`config.mk`:
```
export PLATFORM = sky130hd
export DESIGN_NAME = button_conditioner
export DESIGN_NICKNAME = d
export VERILOG_FILES = /design/src/rtl/game_pkg.sv /design/src/rtl/debounce_channel.sv /design/src/rtl/button_conditioner.sv
export SDC_FILE = /design/constraint.sdc
export NUM_CORES = 1
export LEC_CHECK = 0
export ABC_AREA = 1
export BUFFER_PORTS_ARGS = -buffer_cell sky130_fd_sc_hd__clkbuf_2
export CAP_MARGIN = 20
export CORE_ASPECT_RATIO = 1.25
export CORE_UTILIZATION = 40
export CTS_CLUSTER_DIAMETER = 150
export DETAILED_ROUTE_END_ITERATION = 7
export PLACE_DENSITY = 0.6
export SYNTH_ARGS = -nofsm -noshare
export SYNTH_HDL_FRONTEND = slang
export SYNTH_HIERARCHICAL = 1
export SYNTH_SLANG_ARGS = --single-unit
```
`constraint.sdc`:
```
create_clock -name clk -period 4.1 [get_ports clk]
set_clock_uncertainty 0.1 [all_clocks]
set_input_delay 0.41 -clock clk [delete_from_list [all_inputs] [get_ports clk]]
set_output_delay 0.41 -clock clk [all_outputs]
set_load 0.02 [all_outputs]
```
`src/rtl/game_pkg.sv`:
```
// Shared constants and types for the fret-button front end.
package game_pkg;
  localparam int N_BUTTONS_DEF = 2;
  localparam int DEBOUNCE_W    = 16;

  typedef logic [N_BUTTONS_DEF-1:0] btn_vec_t;
endpackage

```
`src/rtl/debounce_channel.sv`:
```
// One button channel: 2-flop synchronizer, debounce counter, edge pulses and
// a saturating press counter.
module debounce_channel
  import game_pkg::*;
#(
  parameter int DEBOUNCE_CYCLES = 8,
  parameter int CNT_W           = 8
) (
  input  logic             clk,
  input  logic             n_rst,
  input  logic             raw,
  input  logic             enable,
  input  logic             clear_counts,
  output logic             held,
  output logic             press_pulse,
  output logic             release_pulse,
  output logic [CNT_W-1:0] press_count
);

  localparam logic [DEBOUNCE_W-1:0] DCNT_LAST = DEBOUNCE_W'(DEBOUNCE_CYCLES - 1);
  localparam logic [CNT_W-1:0]      CNT_MAX   = '1;

  logic                  sync1;
  logic                  sync2;
  logic                  stbl;
  logic                  stbl_next;
  logic [DEBOUNCE_W-1:0] dcnt;
  logic [DEBOUNCE_W-1:0] dcnt_next;
  logic                  accept_press;
  logic                  accept_release;

  // Any sample that agrees with the accepted level restarts the count.
  always_comb begin
    stbl_next = stbl;
    dcnt_next = dcnt + DEBOUNCE_W'(1);
    if (sync2 == stbl) begin
      dcnt_next = '0;
    end else if (dcnt == DCNT_LAST) begin
      stbl_next = sync2;
      dcnt_next = '0;
    end
  end

  assign accept_press   = enable & ~stbl & stbl_next;
  assign accept_release = enable & stbl & ~stbl_next;

  always_ff @(posedge clk or negedge n_rst) begin
    if (!n_rst) begin
      sync1         <= 1'b0;
      sync2         <= 1'b0;
      stbl          <= 1'b0;
      dcnt          <= '0;
      press_pulse   <= 1'b0;
      release_pulse <= 1'b0;
      press_count   <= '0;
    end else begin
      sync1         <= raw;
      sync2         <= sync1;
      stbl          <= stbl_next;
      dcnt          <= dcnt_next;
      press_pulse   <= accept_press;
      release_pulse <= accept_release;
      // Clear first, then a same-edge press still counts as one.
      if (clear_counts) begin
        press_count <= accept_press ? CNT_W'(1) : '0;
      end else if (accept_press && (press_count != CNT_MAX)) begin
        press_count <= press_count + CNT_W'(1);
      end
    end
  end

  assign held = stbl;

endmodule

```
`src/rtl/button_conditioner.sv`:
```
// Conditions raw fret-button pins into debounced levels, edge pulses and
// per-channel press counts for main_game.
module button_conditioner
  import game_pkg::*;
#(
  parameter int N_BUTTONS       = N_BUTTONS_DEF,
  parameter int DEBOUNCE_CYCLES = 8,
  parameter int CNT_W           = 8
) (
  input  logic                       clk,
  input  logic                       n_rst,
  input  logic [N_BUTTONS-1:0]       raw_btn,
  input  logic                       enable,
  input  logic                       clear_counts,
  output logic [N_BUTTONS-1:0]       btn_held,
  output logic [N_BUTTONS-1:0]       press_pulse,
  output logic [N_BUTTONS-1:0]       release_pulse,
  output logic [N_BUTTONS*CNT_W-1:0] press_count
);

  for (genvar i = 0; i < N_BUTTONS; i++) begin : g_ch
    debounce_channel #(
      .DEBOUNCE_CYCLES (DEBOUNCE_CYCLES),
      .CNT_W           (CNT_W)
    ) u_ch (
      .clk           (clk),
      .n_rst         (n_rst),
      .raw           (raw_btn[i]),
      .enable        (enable),
      .clear_counts  (clear_counts),
      .held          (btn_held[i]),
      .press_pulse   (press_pulse[i]),
      .release_pulse (release_pulse[i]),
      .press_count   (press_count[i*CNT_W +: CNT_W])
    );
  end

endmodule

```
[Word level (Yosys, flattened, before mapping)]
Cells that the tools add are included.
Storage, ports and cells
  logic and storage cells: 54
  output and inout bits: 22
  bits in registers: 58
Cells by class
  add/sub/neg operators: 4
  reduce and logical (&&, ||, !) cells: 4
  bitwise logic cells: 12
  eq/ne operators: 6
  muxes and demuxes: 14
Operators by type and width (number)
  $mux W16: 4
  $add A16 B1 Y16 const B: 2
  $eq A16 B3 Y1 const B: 2
  $mux W8: 4
  $add A8 B1 Y8 const B: 2
  $ne A8 B8 Y1 const B: 2
  $and A1 B1 Y1: 8
  $mux W1: 6
  $not A1 Y1: 4
  $reduce_bool A2 Y1: 2
  $eq A1 B1 Y1: 2
  $logic_and A1 B1 Y1: 2

[Logic depth before layout (Yosys ltp)]
  word-level depth: 7
  depth in mapped cells: 9
  gate-level depth less buffers: 9

[Modules after synthesis]
Netlist, hierarchy kept.
By module, submodules not included
  debounce_channel: instances 2, cells an instance 195, area an instance 1517.7 µm², sequential area each 725.7 µm²

[Worst setup path before layout]
No wires, ideal clock.
  path kind: register -> register
  start: register g_ch[0].u_ch.press_count[0]
  end: register g_ch[0].u_ch.press_count[0]
  path buffers: 0
  arrival: 1293 ps
  stages on the path, launching flop included: 9
  required time: 3875 ps
  slack: 2582 ps
  library setup time: 125 ps
  cells stage by stage: dfrtp_1 > ha_1 > nand2_1 > nor2_1 > nand2_1 > inv_1 > nor2_4 > nand2_1 > nand3_1
Between the ends
  cells in the longest elaborated chain, start to end: 3
Ends and longest elaborated chain
  start: declaration: line debounce_channel.sv:17  | output logic [CNT_W-1:0] press_count
  start signal: assignment: line debounce_channel.sv:65  | press_count <= accept_press ? CNT_W'(1) : '0;
  start signal: assignment: line debounce_channel.sv:67  | press_count <= press_count + CNT_W'(1);
  $add A8 B1 Y8 or $ne A8 B8 Y1 (tied branches): line debounce_channel.sv:67, debounce_channel.sv:66
  $mux W8 or $logic_and A1 B1 Y1 (tied branches): line debounce_channel.sv:66  | end else if (accept_press && (press_count != CNT_MAX)) begin
  $mux W8 or $reduce_bool A2 Y1 (tied branches)
Parallel ways exist; a longest one is shown, timed or not. The select of a mux whose other input is x is not followed.
A chain may end at the register's enable or synchronous reset.

[Worst setup path in the final report]
  start: register g_ch[0].u_ch.dcnt[0]
  end: register g_ch[0].u_ch.press_count[0]
Between the ends
  cells in the longest elaborated chain, start to end: 6
Ends and longest elaborated chain
  start: declaration: line debounce_channel.sv:27  | logic [DEBOUNCE_W-1:0] dcnt;
  start signal: assignment: line debounce_channel.sv:60  | dcnt <= dcnt_next;
  $eq A16 B3 Y1 *: line debounce_channel.sv:38  | end else if (dcnt == DCNT_LAST) begin
  $mux W1 *: line debounce_channel.sv:38
  $mux W1 *: line debounce_channel.sv:36  | if (sync2 == stbl) begin
  $and A1 B1 Y1 *: line debounce_channel.sv:44  | assign accept_press = enable & ~stbl & stbl_next;
  $mux W1 or $logic_and A1 B1 Y1 (tied branches): line debounce_channel.sv:65, debounce_channel.sv:66
  $mux W8 or $reduce_bool A2 Y1 (tied branches)
Mark *: on every way between the ends. The rest lies on a longest branch, timed or not.

==> results_dict.tcl <==
set metrics [dict create \
    drtAntennaViolNets 0 \
    wl_um 6260 \
    rsz0062_at_grt "false" \
    syn_to_final_growth_pct 16.4 \
    ys_seq_area_share_pct 47.8 \
    detailed_place_hpwl_um 4470 \
    yosysTopAreaCell "dfrtp_1" \
    synthArstFlopShare_pct 100 \
    diodes 0 \
    finalPower_w 0.00136 \
    clkSinkCount 58 \
    cp_slowest_cell "dfrtp_1" \
    grtUsageTotal_pct 18.0 \
    vias 2600 \
    clk_pin_slew_worst_paths_ns 0.07 \
    regToRegStartpoint "g_ch[0].u_ch/dcnt[0]$_DFF_PN0_" \
    final_nets 439 \
    crit_arrival_ns 1.82 \
    post-synth-top-area-fraction_pct 47.8 \
    synth.distinct_cells 25 \
    gp_congestion 0.821 \
    finalSetupTns_ns 0 \
    r2r-end "g_ch[0].u_ch/press_count[0]$_DFFE_PN0P_" \
    power.density_nw_per_um2 384 \
    hold_class "in -> reg" \
    tritoncts "done" \
    drv_cap 0 \
    crit_fanout 8 \
    die-area_sq_um 7940 \
    start_kind "flip-flop" \
    slew_headroom_pct 58.2 \
    htreeDepth 3 \
    io_buffer_count 27 \
    p_leak_nw 1.72 \
    drt_iter0_drc 159 \
    clkLatencyLatePin_ns 0.33 \
    yosysMostFrequentCell "nand2_1" \
    setup_viol 0 \
    critPathCaptureType "flip-flop" \
    synth_commonest_cells "nand2_1 (88), nor2_1 (72), dfrtp_1 (58)" \
    min_period_ns 1.70 \
    die_y_um 99.4 \
    syn_inst 390 \
    tightest_slew_ns 0.625 \
    synth_edf_count 0 \
    whs_ns 0.0901 \
    drtPass1Iterations 4 \
    layoutNonFillerInstCount 526 \
    cts_made_buffers 9 \
    ctsResizeCount 0 \
    core-area_sq_um 7360 \
    layout-drive-gt1-share_pct 14.3 \
    final-hold-violation-count 0 \
    cts-root-buf "clkbuf_8" \
    crit_chain "ha_1 > nand2_1 > inv_2 > nand2_1 > nor2_2 > nand4_2 > nand3_1 > nand3_1" \
    initial_utilization_pct 41.3 \
    ys_ff_latch 58 \
    pin_count 28 \
    ir_drop_v 0.000201 \
    reg2reg_depth 8 \
    cpPeakStageDelay_ns 0.37 \
    path_class "reg -> reg" \
    slew_viol_final 0 \
    ys_warn_count 6 \
    antenna_found_initial 0 \
    grt_pass1_wl_um 11000 \
    drcViolationCount 0 \
    cts_max_path_buffers 2 \
    place_inst 508 \
    wl_per_cell_um 11.9 \
    final_core_util_pct 48.0 \
    synth_nets 400 \
    cts_setup_buffers 0 \
    finalCritPeriodShare_pct 41.5 \
    die_w_um 79.9 \
    fmax_mhz 587 \
    via_per_inst 4.94 \
    grt_pass1_vias 2475 \
    synthTopCellsByArea "dfrtp_1 (48%), nand2_1 (11%), nor2_1 (8.9%)" \
    ys.flop_type "dfrtp_1" \
    status "finished clean" \
    grt_max_degree 41 \
    avgSynthCellArea_sq_um 7.78 \
    syn_area_sq_um 3040 \
    hold_start "raw_btn[1]" \
    crit_required_ns 4.22 \
    ctsHoldBuffers 0 \
    hold_depth 1 \
    nFillCells 754 \
    worstHoldEndpoint "g_ch[1].u_ch/sync1$_DFF_PN0_" \
    rows 35 \
    grt.overflow.total 0 \
    regToRegSetupSlack_ns 2.40 \
]
==> registers in the layout, summed over array words and instances, names as in the netlist <==
| register | count |
|---|---|
| g_ch.u_ch/dcnt | 32 |
| g_ch.u_ch/release_pulse | 2 |
| g_ch.u_ch/press_pulse | 2 |
| g_ch.u_ch/sync1 | 2 |
| g_ch.u_ch/held | 2 |
| g_ch.u_ch/press_count | 16 |
| g_ch.u_ch/sync2 | 2 |
==> cell usage in the layout, fill, tap and decap left out <==
cell type      netlist  layout
bufinv_16            0       2
nor3_2               2       2
inv_1               44      44
nor3b_1              4       4
nand3_2              2       2
clkinv_2             0       2
clkbuf_8             0      10
a21oi_1              6       6
nor2_2               6       6
nand4_2              2       2
inv_2                2       2
nor4_1               2       2
dlygate4sd3_1        0       1
buf_12               0       1
o21ai_1              6       6
clkbuf_2             0      27
nor2_4               2       2
buf_4                0       1
ha_1                 4       4
nor3_1              16      16
dfrtp_1             58      58
clkbuf_1             2       1
nand3b_1             6       6
clkinvlp_4           0       1
nand2_1             88      88
a21oi_2              2       2
nand3_1             42      42
clkinv_1             2       2
a31oi_1              2       2
xnor2_1              4       4
nor2_1              72      72
xor2_1              12      12
nand4_1              2       2
==> worst max-delay path, delay by kind of cell (launching register included) <==
kind	cells	cell delay [ns]
simple gates	6	0.86
buf+inv	1	0.06
fa+ha+maj	1	0.18
flops	1	0.37
==> metal layers <==
layer	wire, um	share of wire, %	up-vias	global-route usage [%]
li1	-	-	1319	-
met1	3000	48	1221	23.8
met2	2910	46	50	28.1
met3	242	3.9	10	2.94
met4	106	1.7	0	9.62
met5	0	0	-	0
==> power breakdown <==
group	switching (W)	internal (W)	total, W
logic	0.000106	0.0000441	0.000150
clock network	0.000225	0.000357	0.000581
registers	0.0000237	0.000604	0.000627
==> through the flow <==
| stage | instance area [sq um] | setup slack, ns |
|---|---|---|
| after floorplan | 3040 | 2.58 |
| after global placement | 3290 | 2.45 |
| after detailed placement | 3290 | 2.40 |
| after CTS | 3500 | 2.41 |
| after global routing | 3530 | 2.27 |
| final | 3530 | 2.40 |
==> how the worst max path moves through the flow <==
stage,start,end,cells past startpoint,slack (ns)
final,g_ch[0].u_ch/dcnt[0]$_DFF_PN0_,g_ch[0].u_ch/press_count[0]$_DFFE_PN0P_,8,2.40
after CTS,g_ch[0].u_ch/dcnt[0]$_DFF_PN0_,g_ch[0].u_ch/press_count[0]$_DFFE_PN0P_,8,2.41
after global placement,n_rst,g_ch[0].u_ch/dcnt[4]$_DFF_PN0_,2,2.45
after floorplan,g_ch[0].u_ch/press_count[0]$_DFFE_PN0P_,g_ch[0].u_ch/press_count[0]$_DFFE_PN0P_,8,2.58
after global routing,g_ch[1].u_ch/dcnt[0]$_DFF_PN0_,g_ch[1].u_ch/dcnt[14]$_DFF_PN0_,8,2.27
after detailed placement,g_ch[0].u_ch/dcnt[0]$_DFF_PN0_,g_ch[0].u_ch/press_count[0]$_DFFE_PN0P_,8,2.40
==> layout make-up <==
type | instances | area [sq um] | share of cell area [%]
clock buffer | 11 | 141 | 4.00
clock inverter | 5 | 77.6 | 2.19
inverter | 48 | 180 | 5.10
multi-input combinational | 282 | 1400 | 39.5
sequential | 58 | 1450 | 41.1
tap | 92 | 115 | 3.26
timing repair buffer | 30 | 173 | 4.88
==> logic make-up after synthesis <==
kind of cell | synth area share (%)
buffers and inverters | 6.18
AND/OR/NAND/NOR | 36.8
flip-flops | 47.8
adder cells (fa/ha/maj) | 1.65
XOR/XNOR | 4.62
AO/OA/AOI/OAI | 2.97
(Power assumes the default switching activity.)
